**src/rtl/axi_pkg.sv**
```systemverilog
// AXI4 encodings and read/write engine FSM states shared by the master engines.
// Both engines import this package so their handshakes stay in lockstep.
package axi_pkg;

   localparam logic [3:0] AXI_ID_DEFAULT      = 4'd0;
   localparam logic [2:0] AXI_SIZE_8B         = 3'b011;
   localparam logic [1:0] AXI_BURST_INCR      = 2'b01;
   localparam logic [3:0] AXI_CACHE_NORM_NCNB = 4'b0010;
   localparam logic [2:0] AXI_PROT_DEFAULT    = 3'b000;
   localparam logic [3:0] AXI_QOS_DEFAULT     = 4'b0000;

   localparam logic [1:0] AXI_RESP_OKAY   = 2'b00;
   localparam logic [1:0] AXI_RESP_EXOKAY = 2'b01;
   localparam logic [1:0] AXI_RESP_SLVERR = 2'b10;
   localparam logic [1:0] AXI_RESP_DECERR = 2'b11;

   typedef enum logic [2:0] {
      ST_IDLE    = 3'd0,
      ST_RA_WAIT = 3'd1,
      ST_RA      = 3'd2,
      ST_R_WAIT  = 3'd3,
      ST_R       = 3'd4,
      ST_DONE    = 3'd5
   } axi_state_e;

endpackage

```
**src/rtl/axi_master_rd.sv**
```systemverilog
// AXI4 master read engine: one INCR burst per rd_start, beats re-timed to the user side
// with a 1-clock latency, and a sticky burst error covering RRESP, RID and RLAST mismatches.
module axi_master_rd
   import axi_pkg::*;
#(
   parameter logic [3:0] M_AXI_ARID    = AXI_ID_DEFAULT,
   parameter logic [2:0] M_AXI_ARSIZE  = AXI_SIZE_8B,
   parameter logic [1:0] M_AXI_ARBURST = AXI_BURST_INCR,
   parameter logic       M_AXI_ARLOCK  = 1'b0,
   parameter logic [3:0] M_AXI_ARCACHE = AXI_CACHE_NORM_NCNB,
   parameter logic [2:0] M_AXI_ARPROT  = AXI_PROT_DEFAULT,
   parameter logic [3:0] M_AXI_ARQOS   = AXI_QOS_DEFAULT
)(
   input  logic        clk,
   input  logic        rst,
   input  logic        rd_start,
   input  logic [29:0] rd_addr,
   input  logic [7:0]  rd_len,
   output logic [63:0] rd_data,
   output logic        rd_data_valid,
   output logic        rd_done,
   output logic        rd_err,
   output logic        rd_ready,
   output logic [3:0]  m_axi_arid,
   output logic [29:0] m_axi_araddr,
   output logic [7:0]  m_axi_arlen,
   output logic [2:0]  m_axi_arsize,
   output logic [1:0]  m_axi_arburst,
   output logic        m_axi_arlock,
   output logic [3:0]  m_axi_arcache,
   output logic [2:0]  m_axi_arprot,
   output logic [3:0]  m_axi_arqos,
   output logic        m_axi_arvalid,
   input  logic        m_axi_arready,
   input  logic [3:0]  m_axi_rid,
   input  logic [63:0] m_axi_rdata,
   input  logic [1:0]  m_axi_rresp,
   input  logic        m_axi_rlast,
   input  logic        m_axi_rvalid,
   output logic        m_axi_rready
);

   axi_state_e  state_q, state_d;
   logic [29:0] araddr_q;
   logic [7:0]  arlen_q;
   logic        arvalid_q;
   logic        rready_q;
   logic [7:0]  beat_cnt_q;
   logic        err_q;
   logic [63:0] rd_data_q;
   logic        rd_data_valid_q;
   logic        rd_done_q;

   logic        r_hs;
   logic        cnt_at_len;
   logic        r_final;
   logic        beat_err;

   assign r_hs       = (state_q == ST_R) & m_axi_rvalid & rready_q;
   assign cnt_at_len = (beat_cnt_q == arlen_q);
   // Either RLAST or the beat count closes the burst, so a misbehaving slave cannot hang us.
   assign r_final    = r_hs & (m_axi_rlast | cnt_at_len);
   assign beat_err   = (m_axi_rresp != AXI_RESP_OKAY) | (m_axi_rid != M_AXI_ARID) |
                       (m_axi_rlast != cnt_at_len);

   always_comb begin
      state_d = state_q;
      case (state_q)
         ST_IDLE:    if (rd_start) state_d = ST_RA_WAIT;
         ST_RA_WAIT: state_d = ST_RA;
         ST_RA:      if (arvalid_q && m_axi_arready) state_d = ST_R_WAIT;
         ST_R_WAIT:  state_d = ST_R;
         ST_R:       if (r_final) state_d = ST_DONE;
         ST_DONE:    state_d = ST_IDLE;
         default:    state_d = ST_IDLE;
      endcase
   end

   always_ff @(posedge clk or posedge rst) begin
      if (rst) begin
         state_q         <= ST_IDLE;
         araddr_q        <= '0;
         arlen_q         <= '0;
         arvalid_q       <= 1'b0;
         rready_q        <= 1'b0;
         beat_cnt_q      <= '0;
         err_q           <= 1'b0;
         rd_data_q       <= '0;
         rd_data_valid_q <= 1'b0;
         rd_done_q       <= 1'b0;
      end else begin
         state_q         <= state_d;
         rd_data_valid_q <= 1'b0;
         rd_done_q       <= 1'b0;
         case (state_q)
            ST_RA_WAIT: begin
               araddr_q  <= rd_addr;
               arlen_q   <= rd_len;
               arvalid_q <= 1'b1;
            end
            ST_RA: if (m_axi_arready) arvalid_q <= 1'b0;
            ST_R_WAIT: begin
               rready_q   <= 1'b1;
               beat_cnt_q <= '0;
               err_q      <= 1'b0;
            end
            ST_R: if (r_hs) begin
               rd_data_q       <= m_axi_rdata;
               rd_data_valid_q <= 1'b1;
               if (beat_err) err_q <= 1'b1;
               if (r_final) rready_q <= 1'b0;
               else         beat_cnt_q <= beat_cnt_q + 8'd1;
            end
            ST_DONE: rd_done_q <= 1'b1;
            default: ;
         endcase
      end
   end

   assign rd_data       = rd_data_q;
   assign rd_data_valid = rd_data_valid_q;
   assign rd_done       = rd_done_q;
   assign rd_err        = err_q;
   assign rd_ready      = (state_q == ST_IDLE);

   assign m_axi_arid    = M_AXI_ARID;
   assign m_axi_araddr  = araddr_q;
   assign m_axi_arlen   = arlen_q;
   assign m_axi_arsize  = M_AXI_ARSIZE;
   assign m_axi_arburst = M_AXI_ARBURST;
   assign m_axi_arlock  = M_AXI_ARLOCK;
   assign m_axi_arcache = M_AXI_ARCACHE;
   assign m_axi_arprot  = M_AXI_ARPROT;
   assign m_axi_arqos   = M_AXI_ARQOS;
   assign m_axi_arvalid = arvalid_q;
   assign m_axi_rready  = rready_q;

endmodule
```
**config.mk**
```make
export PLATFORM = sky130hd
export DESIGN_NAME = axi_master_rd
export DESIGN_NICKNAME = d
export VERILOG_FILES = /design/src/rtl/axi_pkg.sv /design/src/rtl/axi_master_rd.sv
export SDC_FILE = /design/constraint.sdc
export NUM_CORES = 1
export LEC_CHECK = 0
export ABC_AREA = 0
export BUFFER_PORTS_ARGS = -buffer_cell sky130_fd_sc_hd__buf_2
export CAP_MARGIN = 20
export CORE_MARGIN = 2
export CORE_UTILIZATION = 50
export DETAILED_ROUTE_END_ITERATION = 6
export GPL_ROUTABILITY_DRIVEN = 0
export GPL_TIMING_DRIVEN = 0
export HOLD_SLACK_MARGIN = 0.06
export MAX_ROUTING_LAYER = met4
export PLACE_DENSITY = 0.85
export SLEW_MARGIN = 20
export SYNTH_ARGS = -nofsm -noshare
export SYNTH_HDL_FRONTEND = slang
export SYNTH_SLANG_ARGS = --single-unit
```
**constraint.sdc**
```tcl
create_clock -name clk -period 9.37 [get_ports clk]
set_input_delay 0 -clock clk [delete_from_list [all_inputs] [get_ports clk]]
set_output_delay 0 -clock clk [all_outputs]
set_load 0.01 [all_outputs]
```
Word level (Yosys, flattened, before mapping) --
Cells that the tools add are included.
Word-level totals: word-level logic and storage cells 61, output and inout bits 129, bits in registers 118
Operators by class: add/sub/neg operators 1, equal/unequal tests 14, bitwise gates (word level) 6, muxes and demuxes 18, reduce and logical (&&, ||, !) cells 12
Operators by type and width (number):
- 2-to-1 mux 8 bit | 2
- case mux 8 bit (2 select lines) | 1
- case mux 3 bit (5 select lines) | 1
- != test 2 bit (second input constant) | 7
- AND reduction 3 bit | 4
- 2-to-1 mux 3 bit | 3
- adder 8 x 1 -> 8 bit (second input constant) | 1
- == test 8 bit | 1
- 2-to-1 mux 1 bit | 8
- == test 3 x 2 -> 1 bit (second input constant) | 2
- == test 3 bit (second input constant) | 2
- case mux 1 bit (2 select lines) | 3
- nonzero test 2 bit | 3
- AND reduction 2 bit | 2
- nonzero test 4 bit | 1
- bitwise AND 1 bit | 3
- == test 3 x 1 -> 1 bit (second input constant) | 1
- zero test 3 bit | 1
- OR 1 bit | 3
- logical AND 1 bit | 1
- != test 1 bit | 1

Longest topological paths before layout --
depth in word-level cells 7, depth in mapped cells 8

Worst setup path after synthesis --
Ideal clock, no wire load.
kind register to register, start point register state_q[0], end point register rd_data_q[12], in the netlist rd_data[12], required time 9.245 ns, cell stages (with the launch flop) 8, path buffers 4, arrival time 1.558 ns, setup slack 7.687 ns, setup time 0.125 ns, cell sequence dfrtp_1 -> buf_4 -> nor4bb_1 -> buf_4 -> nand2_4 -> buf_6 -> buf_6 -> mux2_4
On the way: longest elaborated chain between the ends 4
Ends and longest elaborated chain:
- from (decl) | line axi_master_rd.sv:43 | axi_state_e state_q, state_d;
- from (signal assigned) | line axi_master_rd.sv:92 | state_q <= state_d;
- == test 3 bit * | line axi_master_rd.sv:59, axi_master_rd.sv:95
- bitwise AND 1 bit (2 in series) | line axi_master_rd.sv:59 | assign r_hs = (state_q == ST_R) & m_axi_rvalid & rready_q;
- AND reduction 2 bit (no line) *
- to (signal assigned) | line axi_master_rd.sv:108 | rd_data_q <= m_axi_rdata;
- to (decl) | line axi_master_rd.sv:50 | logic [63:0] rd_data_q;
Every way passes the cells marked *; elsewhere a longest branch is shown, timed or not. A chain may end at the register's enable or synchronous reset.

Final worst setup path --
start point register beat_cnt_q[2], end point register err_q, in the netlist rd_err
On the way: longest elaborated chain between the ends 5
Ends and longest elaborated chain:
- from (decl) | line axi_master_rd.sv:48 | logic [7:0] beat_cnt_q;
- from (signal assigned) | line axi_master_rd.sv:112 | else beat_cnt_q <= beat_cnt_q + 8'd1;
- == test 8 bit | line axi_master_rd.sv:60 | assign cnt_at_len = (beat_cnt_q == arlen_q);
- != test 1 bit | line axi_master_rd.sv:64 | (m_axi_rlast != cnt_at_len);
- OR 1 bit | line axi_master_rd.sv:63 | assign beat_err = (m_axi_rresp != AXI_RESP_OKAY) | (m_axi_rid != M_AXI_ARID) |
- != test 2 bit (no line)
- AND reduction 3 bit (no line)
- to (signal assigned) | line axi_master_rd.sv:87 | err_q <= 1'b0;
- to (signal assigned) | line axi_master_rd.sv:105 | err_q <= 1'b0;
- to (signal assigned) | line axi_master_rd.sv:110 | if (beat_err) err_q <= 1'b1;
- to (decl) | line axi_master_rd.sv:49 | logic err_q;
Every way passes these cells.

==> key figures <==
Run status
  • Outcome: complete, no violations

Min path
  • Hold/Removal Path Class: in -> reg
  • Hold path cells: 5
  • Min-delay src: m_axi_rvalid
  • Hold EP: beat_cnt_q[1]$_DFFE_PP0P_

Critical path
  • FF-to-FF path depth: 9
  • CP peak stage delay: approximately 0.6 ns
  • Crit path required time: 9.76 ns
  • CP Launch Type: register
  • CP Max Fanout: 6
  • Top Family by Delay on Critical Path: buffers and inverters
  • FF-to-FF Start: beat_cnt_q[2]$_DFFE_PP0P_
  • WP buf/inv: 2
  • Critical-path top delay cell: dlygate4sd3_1
  • Cell Chain, Critical Path: xor2_1 > nor4_1 > nand2_1 > ha_1 > nor4_1 > dlygate4sd3_1 > a21oi_1 > dlygate4sd3_1 > o21a_1
  • Critical Path AT: roughly 3.4 ns
  • Critical Path End Type: register
  • FF-to-FF setup slack: 6.34 ns
  • Critical path class: reg -> reg
  • Reg-to-reg endpoint: rd_err$_DFFE_PP0P_

STA
  • Max Clock Freq: 330.4 MHz
  • RSZ-0062 raised after global routing: no
  • Period minus WS final: roughly 3.0 ns
  • Setup TNS: 0 ns
  • Tightest Pin Transition: 0.5373 ns
  • Worst clock skew: 0.008670 ns
  • Final slew viol count: 0
  • Final setup violation count: 0
  • Max-slew headroom: ~64%
  • Hold Violations, Final: 0
  • Tcrit/Tclk final: 32.30%

Route
  • Iteration-0 DRC Markers: 157
  • DRC violations left: 0
  • Routed Antenna Nets: 0
  • Wire per inst: 17.97 µm
  • Via count: 4172
  • Vias per inst: 4.885
  • Drt first pass iters: 4
  • Detailed Route WL: 15.35 mm

Clock tree
  • CTS resizes: 0
  • Clock transition at path regs: 0.05 ns
  • Clock net sink count: roughly 120
  • CTS tree: done
  • CTS max path bufs: 2
  • Root Driver: clkbuf_8
  • Cts bufs inserted: 17
  • Worst-Skew Late Latency: 0.51 ns
  • Setup Buffers After CTS: 0
  • H-tree depth reported by CTS: 4

Cells and area
  • Area growth, synth to finish: 62.05%
  • Most frequent cells in the layout: buf_2, dfrtp_1, dlygate4sd3_1, mux2_2, buf_4
  • NumNets Final: 824
  • Commonest non-fill, non-tap cell in the layout: buf_2
  • ANT cells: 0
  • Filler Cells Inserted: 456
  • Layout cell share with drive strength beyond 1: 54.65%

Power
  • Switching pwr: 0.0008416 W
  • Combinational power share: 37.6%
  • PnR Total Power: 0.002522 W
  • Clock power frac: 26.2%
  • Sw Share: about a third
  • Share of power burned in registers: 36.2%
  • Internal: 0.001681 W
  • Power Dens Cells: 313.9 mW/mm²
  • Peak supply drop: roughly 0.21 mV
  • Leakage Power: roughly 4.1 nW

Die
  • Core box area: 0.009684 mm²
  • Initial Util: 51.20%
  • Placement row count: 36
  • Die Area: 0.01073 mm²
  • I/O pin count: 243
  • Die height: 103.6 µm
  • Die width: 103.6 µm

Placement
  • Dpl hpwl: 8.658 mm
  • Port Buffers: 221

Yosys
  • Post-Synthesis Cells: 339
  • Cell Area, Synth: 0.004959 mm²
  • Synthesis-stage register bit count: 118
  • Ys flop type: dfrtp_1
  • Post-synth cell types: 37
  • Sequential share of the synthesized area: 59.55%
  • Number of synthesized flops with an enable pin: 0
  • Mean post-synth cell area: between 10 and 15 µm²
  • FFs w/ async S/R, synth: 100.0%
  • Synth Warn #: 0

Global routing
  • GR Overflow Total: 0
  • Total track usage: between 30% and 40%
  • Largest net degree at the start of global routing: 85
  • Vias in the first global route: ~4700
  • Initial antenna violation count: 0
  • Global-route wire length before repair: ~24 mm

Run
  • Maxcap violations: 0
## worst reg2reg max path, delay by kind of cell, from the launching register on
| kind | cells | cell delay [ns] |
|---|---|---|
| buf+inv | 2 | 1.17 |
| simple gates | 3 | 0.58 |
| flops | 1 | 0.45 |
| fa+ha+maj | 1 | 0.28 |
| compound gates | 2 | 0.24 |
| xor+xnor | 1 | 0.19 |
## cells in the mapped netlist (2+ instances only)
master | count | area [µm²]
a21oi_1 | 2 | 10.01
mux2_2 | 85 | 957.2
dfrtp_1 | 118 | 2953
buf_4 | 23 | 172.7
nor3_1 | 2 | 10.01
nor4_1 | 3 | 18.77
buf_2 | 10 | 50.05
buf_6 | 3 | 33.78
and2_1 | 3 | 18.77
nand4_1 | 2 | 12.51
nand3_1 | 7 | 35.03
and3_1 | 2 | 12.51
nand2_1 | 12 | 45.04
o211ai_1 | 2 | 15.01
conb_1 | 2 | 7.510
mux2i_1 | 4 | 40.04
inv_1 | 3 | 11.26
xnor2_1 | 2 | 17.52
nor2_1 | 5 | 18.77
ha_1 | 2 | 25.02
o21ai_0 | 3 | 15.01
xor2_1 | 13 | 113.9
mux2_4 | 17 | 255.2
## repair_timing
action / 4_1_cts / 5_1_grt
hold endpoints to repair: 223 / 0
setup endpoints to repair: 0 / 0
hold buffers: 109 / 0
## layer usage
layer  global-route usage (%)  vias to the layer above  part of all wire, %
met1                    32.25                     2020                   38
li1                         -                     1871                    -
met3                    8.181                       53                  6.8
met4                    15.83                        0                  4.3
met5                        -                        -                    0
met2                    50.95                      228                   51
## power groups by stage
stage	combinational, W	clock [W]	sequential [W]
floorplan	0.000425	0	0.000992
global placement	0.000851	0	0.000881
detailed placement	0.000882	0	0.000896
CTS	0.000928	0.000664	0.000894
global route	0.00101	0.000689	0.000938
finish	0.000948	0.000662	0.000912
## registers in the layout (all words and copies together), names as in the netlist
| register | cells |
|---|---|
| state_q | 3 |
| rd_done | 1 |
| m_axi_araddr | 30 |
| m_axi_arvalid | 1 |
| rd_data | 64 |
| m_axi_arlen | 8 |
| rd_err | 1 |
| rd_data_valid | 1 |
| m_axi_rready | 1 |
| beat_cnt_q | 8 |
## layout make-up
type | instances | area (µm²) | share of cell area (%)
flip-flops and latches | 118 | 2953 | 36.75
plain buffers | 38 | 264.0 | 3.286
well taps | 133 | 166.4 | 2.071
inverters | 3 | 16.27 | 0.2024
repair buffers | 331 | 2225 | 27.69
clock buffers | 22 | 462.9 | 5.761
multi-input cells | 199 | 1802 | 22.42
clock inverters | 10 | 146.4 | 1.822
## worst max path at each step
stage                         startpoint                            to  slack, ns  depth (start not counted)
2_1_floorplan                        rst     beat_cnt_q[0]$_DFFE_PP0P_       6.24                          1
4_1_cts        beat_cnt_q[2]$_DFFE_PP0P_            rd_err$_DFFE_PP0P_       6.40                          9
3_5_place_dp   beat_cnt_q[2]$_DFFE_PP0P_            rd_err$_DFFE_PP0P_       7.45                          7
5_1_grt        beat_cnt_q[2]$_DFFE_PP0P_            rd_err$_DFFE_PP0P_       6.18                          9
3_3_place_gp                         rst  m_axi_araddr[24]$_DFFE_PP0P_       5.16                          2
6_report       beat_cnt_q[2]$_DFFE_PP0P_            rd_err$_DFFE_PP0P_       6.34                          9
## through the flow
step	hold slack, ns	setup slack (ns)	util [%]	cell area [µm²]	std cells
global placement	0.2306	5.165	65.08	6302	712
finish	0.1249	6.343	82.97	8035	854
CTS	0.1012	6.404	82.97	8035	854
detailed placement	0.003413	7.445	65.41	6335	713
floorplan	0.1485	6.241	-	5030	358
global route	0.1218	6.179	82.97	8035	854
## cell families after synthesis
| logic type | Yosys count | synth area share (%) |
|---|---|---|
| other cells | 2 | 0.1515 |
| xor+xnor | 15 | 2.650 |
| flops | 118 | 59.55 |
| compound gates | 11 | 1.564 |
| simple gates | 44 | 4.769 |
| mux | 106 | 25.26 |
| fa+ha+maj | 2 | 0.5046 |
| buf+inv | 41 | 5.551 |
Note: power is estimated with default switching activity, not from simulation.
